## config.mk

```make
export PLATFORM = sky130hd
export DESIGN_NAME = pipelined_control_unit
export DESIGN_NICKNAME = d
export VERILOG_FILES = /design/src/rtl/ctrl_pkg.sv /design/src/rtl/pipelined_control_unit_main_decoder.sv /design/src/rtl/pipelined_control_unit.sv
export SDC_FILE = /design/constraint.sdc
export NUM_CORES = 1
export LEC_CHECK = 0
export CORE_MARGIN = 2
export CORE_UTILIZATION = 40
export DETAILED_ROUTE_END_ITERATION = 8
export GPL_TIMING_DRIVEN = 0
export PLACE_DENSITY = 0.81
export SYNTH_ARGS = -nofsm -noshare
export SYNTH_HDL_FRONTEND = slang
export SYNTH_SLANG_ARGS = --single-unit
export TNS_END_PERCENT = 30
```

## constraint.sdc

```tcl
create_clock -name Clk -period 2 [get_ports Clk]
set_clock_uncertainty 0.1 [all_clocks]
set_input_delay 0.4 -clock Clk [delete_from_list [all_inputs] [get_ports Clk]]
set_output_delay 0.4 -clock Clk [all_outputs]
set_load 0.02 [all_outputs]
```

## src/rtl/ctrl_pkg.sv

```systemverilog
// Shared control-word layout, opcode/funct encodings and the bubble word
// for the pipelined MIPS main control.
package ctrl_pkg;

  localparam int CTRL_W = 16;

  // Control word bit positions
  localparam int B_PCSRC    = 15;
  localparam int B_REGWRITE = 14;
  localparam int B_ALUSRC   = 13;
  localparam int B_REGDST   = 12;
  localparam int B_HIWRITE  = 11;
  localparam int B_LOWRITE  = 10;
  localparam int B_MADD     = 9;
  localparam int B_MSUB     = 8;
  localparam int B_MEMWRITE = 7;
  localparam int B_MEMREAD  = 6;
  localparam int B_BRANCH   = 5;
  localparam int B_MEMTOREG = 4;   // 1 = ALU result, 0 = memory
  localparam int B_HIORLO   = 3;   // 1 = HI, 0 = LO
  localparam int B_HITOREG  = 2;
  localparam int B_DONTMOVE = 1;
  localparam int B_MOVNZ    = 0;

  // Bubble: sequential PC, unconditional (but absent) writeback
  localparam logic [CTRL_W-1:0] CTRL_NOP =
    CTRL_W'(1 << B_PCSRC) | CTRL_W'(1 << B_DONTMOVE);

  // Opcodes
  localparam logic [5:0] OP_SPECIAL  = 6'b000000;
  localparam logic [5:0] OP_SPECIAL2 = 6'b011100;
  localparam logic [5:0] OP_SPECIAL3 = 6'b011111;
  localparam logic [5:0] OP_ADDI     = 6'b001000;
  localparam logic [5:0] OP_ADDIU    = 6'b001001;
  localparam logic [5:0] OP_SLTI     = 6'b001010;
  localparam logic [5:0] OP_SLTIU    = 6'b001011;
  localparam logic [5:0] OP_ANDI     = 6'b001100;
  localparam logic [5:0] OP_ORI      = 6'b001101;
  localparam logic [5:0] OP_XORI     = 6'b001110;
  localparam logic [5:0] OP_LW       = 6'b100011;
  localparam logic [5:0] OP_SW       = 6'b101011;
  localparam logic [5:0] OP_BEQ      = 6'b000100;
  localparam logic [5:0] OP_BNE      = 6'b000101;
  localparam logic [5:0] OP_J        = 6'b000010;

  // Functs
  localparam logic [5:0] FN_MULT    = 6'b011000;
  localparam logic [5:0] FN_MULTU   = 6'b011001;
  localparam logic [5:0] FN_MFHI    = 6'b010000;
  localparam logic [5:0] FN_MFLO    = 6'b010010;
  localparam logic [5:0] FN_MTHI    = 6'b010001;
  localparam logic [5:0] FN_MTLO    = 6'b010011;
  localparam logic [5:0] FN_MOVN    = 6'b001011;
  localparam logic [5:0] FN_MOVZ    = 6'b001010;
  localparam logic [5:0] FN_MUL     = 6'b000010;
  localparam logic [5:0] FN_MADD    = 6'b000000;
  localparam logic [5:0] FN_MSUB    = 6'b000100;
  localparam logic [5:0] FN_SEB_SEH = 6'b100000;

endpackage

```

## src/rtl/pipelined_control_unit_main_decoder.sv

```systemverilog
// Combinational main decoder: instruction -> control word plus HI/LO
// usage flags and an illegal-instruction flag.
module main_decoder (
  input  logic [31:0] instr,
  output logic [15:0] ctrl,
  output logic        hilo_user,
  output logic        mult_class,
  output logic        illegal
);
  import ctrl_pkg::*;

  logic [5:0]        op;
  logic [5:0]        fn;
  logic [CTRL_W-1:0] w;

  assign op = instr[31:26];
  assign fn = instr[5:0];

  // Build the word from an ALU-style base; anything unmatched stays illegal
  always_comb begin
    illegal    = 1'b1;
    hilo_user  = 1'b0;
    mult_class = 1'b0;
    w          = '0;
    w[B_MEMTOREG] = 1'b1;
    w[B_DONTMOVE] = 1'b1;
    case (op)
      OP_SPECIAL: begin
        case (fn)
          6'b100000, 6'b100001, 6'b100010, 6'b100011,
          6'b100100, 6'b100101, 6'b100110, 6'b100111,
          6'b101010, 6'b101011: begin
            illegal = 1'b0;
            w[B_REGWRITE] = 1'b1;
            w[B_REGDST]   = 1'b1;
          end
          FN_MULT, FN_MULTU: begin
            illegal = 1'b0; hilo_user = 1'b1; mult_class = 1'b1;
            w[B_HIWRITE] = 1'b1;
            w[B_LOWRITE] = 1'b1;
          end
          FN_MOVN, FN_MOVZ: begin
            illegal = 1'b0;
            w[B_REGWRITE] = 1'b1;
            w[B_REGDST]   = 1'b1;
            w[B_DONTMOVE] = 1'b0;
            w[B_MOVNZ]    = (fn == FN_MOVN);
          end
          FN_MTHI: begin
            illegal = 1'b0; hilo_user = 1'b1;
            w[B_HIWRITE] = 1'b1;
          end
          FN_MTLO: begin
            illegal = 1'b0; hilo_user = 1'b1;
            w[B_LOWRITE] = 1'b1;
          end
          FN_MFHI, FN_MFLO: begin
            illegal = 1'b0; hilo_user = 1'b1;
            w[B_REGWRITE] = 1'b1;
            w[B_REGDST]   = 1'b1;
            w[B_HITOREG]  = 1'b1;
            w[B_HIORLO]   = (fn == FN_MFHI);
          end
          6'b000000: begin
            // Only the canonical all-zero nop is accepted; other shifts are not decoded
            if (instr == 32'h0) begin
              illegal = 1'b0;
              w       = CTRL_NOP;
            end
          end
          default: ;
        endcase
      end
      OP_ADDI, OP_ADDIU, OP_SLTI, OP_SLTIU, OP_ANDI, OP_ORI, OP_XORI: begin
        illegal = 1'b0;
        w[B_REGWRITE] = 1'b1;
        w[B_ALUSRC]   = 1'b1;
      end
      OP_SPECIAL2: begin
        case (fn)
          FN_MUL: begin
            illegal = 1'b0;
            w[B_REGWRITE] = 1'b1;
            w[B_REGDST]   = 1'b1;
          end
          FN_MADD, FN_MSUB: begin
            illegal = 1'b0; hilo_user = 1'b1; mult_class = 1'b1;
            w[B_HIWRITE] = 1'b1;
            w[B_LOWRITE] = 1'b1;
            w[B_MADD]    = (fn == FN_MADD);
            w[B_MSUB]    = (fn == FN_MSUB);
          end
          default: ;
        endcase
      end
      OP_SPECIAL3: begin
        if (fn == FN_SEB_SEH) begin
          illegal = 1'b0;
          w[B_REGWRITE] = 1'b1;
          w[B_REGDST]   = 1'b1;
        end
      end
      OP_LW: begin
        illegal = 1'b0;
        w[B_REGWRITE] = 1'b1;
        w[B_ALUSRC]   = 1'b1;
        w[B_MEMREAD]  = 1'b1;
        w[B_MEMTOREG] = 1'b0;
      end
      OP_SW: begin
        illegal = 1'b0;
        w[B_ALUSRC]   = 1'b1;
        w[B_MEMWRITE] = 1'b1;
      end
      OP_BEQ, OP_BNE: begin
        illegal = 1'b0;
        w[B_BRANCH] = 1'b1;
      end
      OP_J: begin
        illegal = 1'b0;
        w       = CTRL_W'(1 << B_PCSRC);
      end
      default: ;
    endcase
    ctrl = illegal ? CTRL_NOP : w;
  end

endmodule

```

## src/rtl/pipelined_control_unit.sv

```systemverilog
// Pipelined MIPS main control: ID decode, ID/EX, EX/MEM, MEM/WB control
// registers, stall/flush bubbling and HI/LO busy interlock.
// Optional macro HILO_INTERLOCK_EN enables the multiplier busy counter;
// without it HiLoStall is 0 and HI/LO ordering is left to software.
module pipelined_control_unit #(
  parameter int MULT_LATENCY = 4,
  parameter int CNT_W        = 4
) (
  input  logic        Clk,
  input  logic        Rst,
  input  logic [31:0] Instruction,
  input  logic        Stall,
  input  logic        Flush,
  output logic [15:0] ExCtrl,
  output logic [15:0] MemCtrl,
  output logic [15:0] WbCtrl,
  output logic        HiLoStall,
  output logic        StallOut,
  output logic        IllegalOp
);
  import ctrl_pkg::*;

  logic [CTRL_W-1:0] dec_ctrl;
  logic              hilo_user;
  logic              mult_class;
  logic              dec_illegal;

  main_decoder u_dec (
    .instr      (Instruction),
    .ctrl       (dec_ctrl),
    .hilo_user  (hilo_user),
    .mult_class (mult_class),
    .illegal    (dec_illegal)
  );

  assign StallOut = Stall | HiLoStall;

`ifdef HILO_INTERLOCK_EN
  logic [CNT_W-1:0] busy_cnt;

  assign HiLoStall = (busy_cnt != '0) && hilo_user;

  // HI/LO busy window: arm when a mult-class op actually enters EX
  always_ff @(posedge Clk) begin
    if (Rst)
      busy_cnt <= '0;
    else if (mult_class && !Flush && !StallOut)
      busy_cnt <= CNT_W'(MULT_LATENCY - 1);
    else if (busy_cnt != '0)
      busy_cnt <= busy_cnt - 1'b1;
  end
`else
  logic unused_hilo;
  localparam int unused_cfg = MULT_LATENCY + CNT_W;

  assign unused_hilo = ^{hilo_user, mult_class};
  assign HiLoStall   = 1'b0;
`endif

  // ID/EX load: reset, then bubble on flush/stall, else the decoded word
  always_ff @(posedge Clk) begin
    if (Rst) begin
      ExCtrl    <= CTRL_NOP;
      IllegalOp <= 1'b0;
    end else if (Flush || StallOut) begin
      ExCtrl    <= CTRL_NOP;
      IllegalOp <= 1'b0;
    end else begin
      ExCtrl    <= dec_ctrl;
      IllegalOp <= dec_illegal;
    end
  end

  // Downstream stages advance every cycle regardless of stall/flush
  always_ff @(posedge Clk) begin
    if (Rst) begin
      MemCtrl <= CTRL_NOP;
      WbCtrl  <= CTRL_NOP;
    end else begin
      MemCtrl <= ExCtrl;
      WbCtrl  <= MemCtrl;
    end
  end

endmodule

```

==> metrics.cfg <==
[run_status]
status=finished, final reports clean

[place]
place.detailed.hpwl_mm=3.065
placed_cell_area_sq_um=2675
io_buffer_count=80
placed_cells=317
place_congestion=0.8898

[global_routing]
grt_pass1_vias=1445
grt_pass1_wl_mm=6.534
grt.total_usage_pct=16.24
grt_max_degree=15
antenna_found_initial=0
grt.overflow.total=0

[worst_setup_path]
cpMostUsedCell=o211a_1
ff2ff_path_depth=1
r2r-start=ExCtrl[15]
rrSetupSlack_ns=1.21
path_delay_family=simple AND/OR/NAND/NOR gates
crit_chain=clkdlybuf4s50_1 -> nor4_4 -> nand3_1 -> nor2_1 -> o211a_1 -> o211a_1
worst-setup-path-type=primary input to register
crit_path_top_delay_cell=clkdlybuf4s50_1
path_buf_inv=1
crit_fanout=6
startpoint_type=primary input
endpoint_kind=register
worstReg2RegEnd=MemCtrl[15]
required_ns=2.14
crit_path_max_incr_delay_ns=0.55
worstPathArrival_ns=2.04

[finish]
synthToLayoutAreaGrowth_pct=55.26
fin_area_sq_um=2809
drive_above_1_share_pct=11.76
fin_nets=308
layout.cells.non_filler=324
diodes=0
fill_cells=361

[clock_tree]
cts_buffer_depth=2
cts_root_buf=clkbuf_8
tritoncts=built
cts_buffers=5
worstSkewPairLatency_ns=0.29
clk_pin_slew_ns=0.08
htreeDepth=2
numClockSinks=49
hold_buffers=0

[yosys]
seq_area_frac_synth_pct=54.22
synth_top_area_share_pct=54.22
yosys-top-cells-count=dfxtp_1 (49), nor2b_1 (29), nor2_1 (14), nor4_1 (10), nand2_1 (8)
synth_most_common_cell=dfxtp_1
synth_top_area_cell=dfxtp_1
dominantRegCellSynth=dfxtp_1
synth_cell_type_count=41
ys_top_cells_by_area=dfxtp_1 (54%), nor2b_1 (10%), nor4_1 (3.5%), nor2_1 (2.9%), or2_2 (2.1%)
avgSynthCellArea_sq_um=9.780
synth_edf_count=0
postSynthCellCount=185
netlist_area_sq_um=1809
yosysWarnings=0
synth_seq_cells=49
synth_nets=221
async_flop_share_pct=0

[floorplanning]
pin_count=87
die_h_microns=71.26
start_util_pct=41.55
dieArea_sq_um=5077
fp.dieW_microns=71.26
rows=24
core_area_sq_um=4354

[routing]
firstDrtPassIters=4
vias_per_cell=4.981
drtIter0Drc=65
drt_wl_total_mm=3.895
drc=0
via_count=1614
ant_nets=0
routedWlPerCell_microns=12.02

[power_and_ir_drop]
power_density_nw_per_um2=647.5
vdd_drop_max_uv=322.4
p_leak_nw=1.070
power_mw=1.819

[sta]
fin_tns_setup_ns=0
max_freq_mhz=525.4
layout_min_cycle_time_ns=1.903
setup_viol=0
tightest_slew_ns=0.4897
drv_slew=0
fin_crit_sh_pct=95.16
hold_viol_final=0
relSlewSlack_pct=67.10

[min_path]
hold_start=Instruction[28]
hp-class=primary input to register
holdPathEnd=ExCtrl[6]
hold_depth=2

[run]
maxCapViolCount=0

[flip-flops by register name, indices dropped and copies added (netlist names)]
register,cells
ExCtrl,16
IllegalOp,1
MemCtrl,16
WbCtrl,16
[worst max path at each step]
| stage | startpoint | to | cells after the start |
|---|---|---|---|
| global route | Instruction[0] | ExCtrl[4] | 6 |
| floorplan | Instruction[28] | ExCtrl[4] | 6 |
| global placement | Instruction[29] | ExCtrl[4] | 6 |
| detailed placement | Instruction[29] | ExCtrl[4] | 6 |
| finish | Instruction[0] | ExCtrl[4] | 6 |
| CTS | Instruction[29] | ExCtrl[4] | 6 |
[per-layer routing]
metal | share of wire, % | global-route usage [%] | vias up
met5 | 0 | 0 | -
met3 | 8.9 | 3.797 | 6
met1 | 39 | 18.81 | 710
met4 | 2.1 | 8.595 | 0
li1 | - | - | 814
met2 | 50 | 27.78 | 84
[what timing repair did]
| action | in CTS | in global routing |
|---|---|---|
| buffers inserted | 0 | 1 |
| resized for setup | 1 | 6 |
| pin swaps | 0 | 1 |
| endpoints found under the setup margin | 1 | 7 |
[cell type report]
type	count	area, sq um	share of cell area [%]
Sequential cell	49	980.9	34.92
Timing Repair Buffer	81	812.0	28.91
Multi-Input combinational cell	121	773.2	27.53
Clock buffer	5	68.82	2.450
Buffer	12	66.31	2.361
Tap cell	52	65.06	2.316
Clock inverter	2	35.03	1.247
Inverter	2	7.507	0.2673
[through the flow]
step	hold slack, ns	setup WS (ns)	util (%)
6_report	0.2041	0.09687	64.51
5_1_grt	0.1985	-0.03237	64.51
4_1_cts	0.1936	0.001378	63.79
3_5_place_dp	0.3239	-0.3043	61.44
3_3_place_gp	0.3198	-0.3286	61.44
2_1_floorplan	0.3716	0.2369	-
[power breakdown]
| group | total, mW | switching, mW | internal (mW) |
|---|---|---|---|
| sequential | 0.980 | 0.00150 | 0.979 |
| combinational | 0.186 | 0.0908 | 0.0956 |
| clock | 0.652 | 0.289 | 0.363 |
[cell families after synthesis]
| kind of cell | after synthesis | share of synthesized area (%) |
|---|---|---|
| other | 1 | 0.2073 |
| muxes | 1 | 0.6224 |
| AOI/OAI and AO/OA | 24 | 9.889 |
| xor gates and xnor gates | 1 | 0.4842 |
| DFF | 49 | 54.22 |
| and+or+nand+nor | 94 | 30.29 |
| buffers and inverters | 15 | 4.287 |
[cells in the final DEF, fill, tap and decap left out, types with 2 or more instances in the layout]
cell type	netlist	final
a21oi_1	3	3
a22oi_1	2	2
a31oi_1	2	2
and3_1	2	2
buf_2	4	4
buf_4	2	3
clkbuf_1	5	4
clkbuf_8	0	5
clkdlybuf4s50_1	0	77
dfxtp_1	49	49
dlymetal6s2s_1	0	2
inv_1	2	2
nand2_1	8	8
nand2b_1	2	2
nand3_1	5	4
nand4_1	4	4
nor2_1	14	13
nor2b_1	29	29
nor3_1	6	6
nor4_1	10	9
o211a_1	3	3
o21a_1	3	3
o21ai_0	3	3
o22ai_1	2	2
or2_2	6	6
Power figures use the tool's default switching activity.
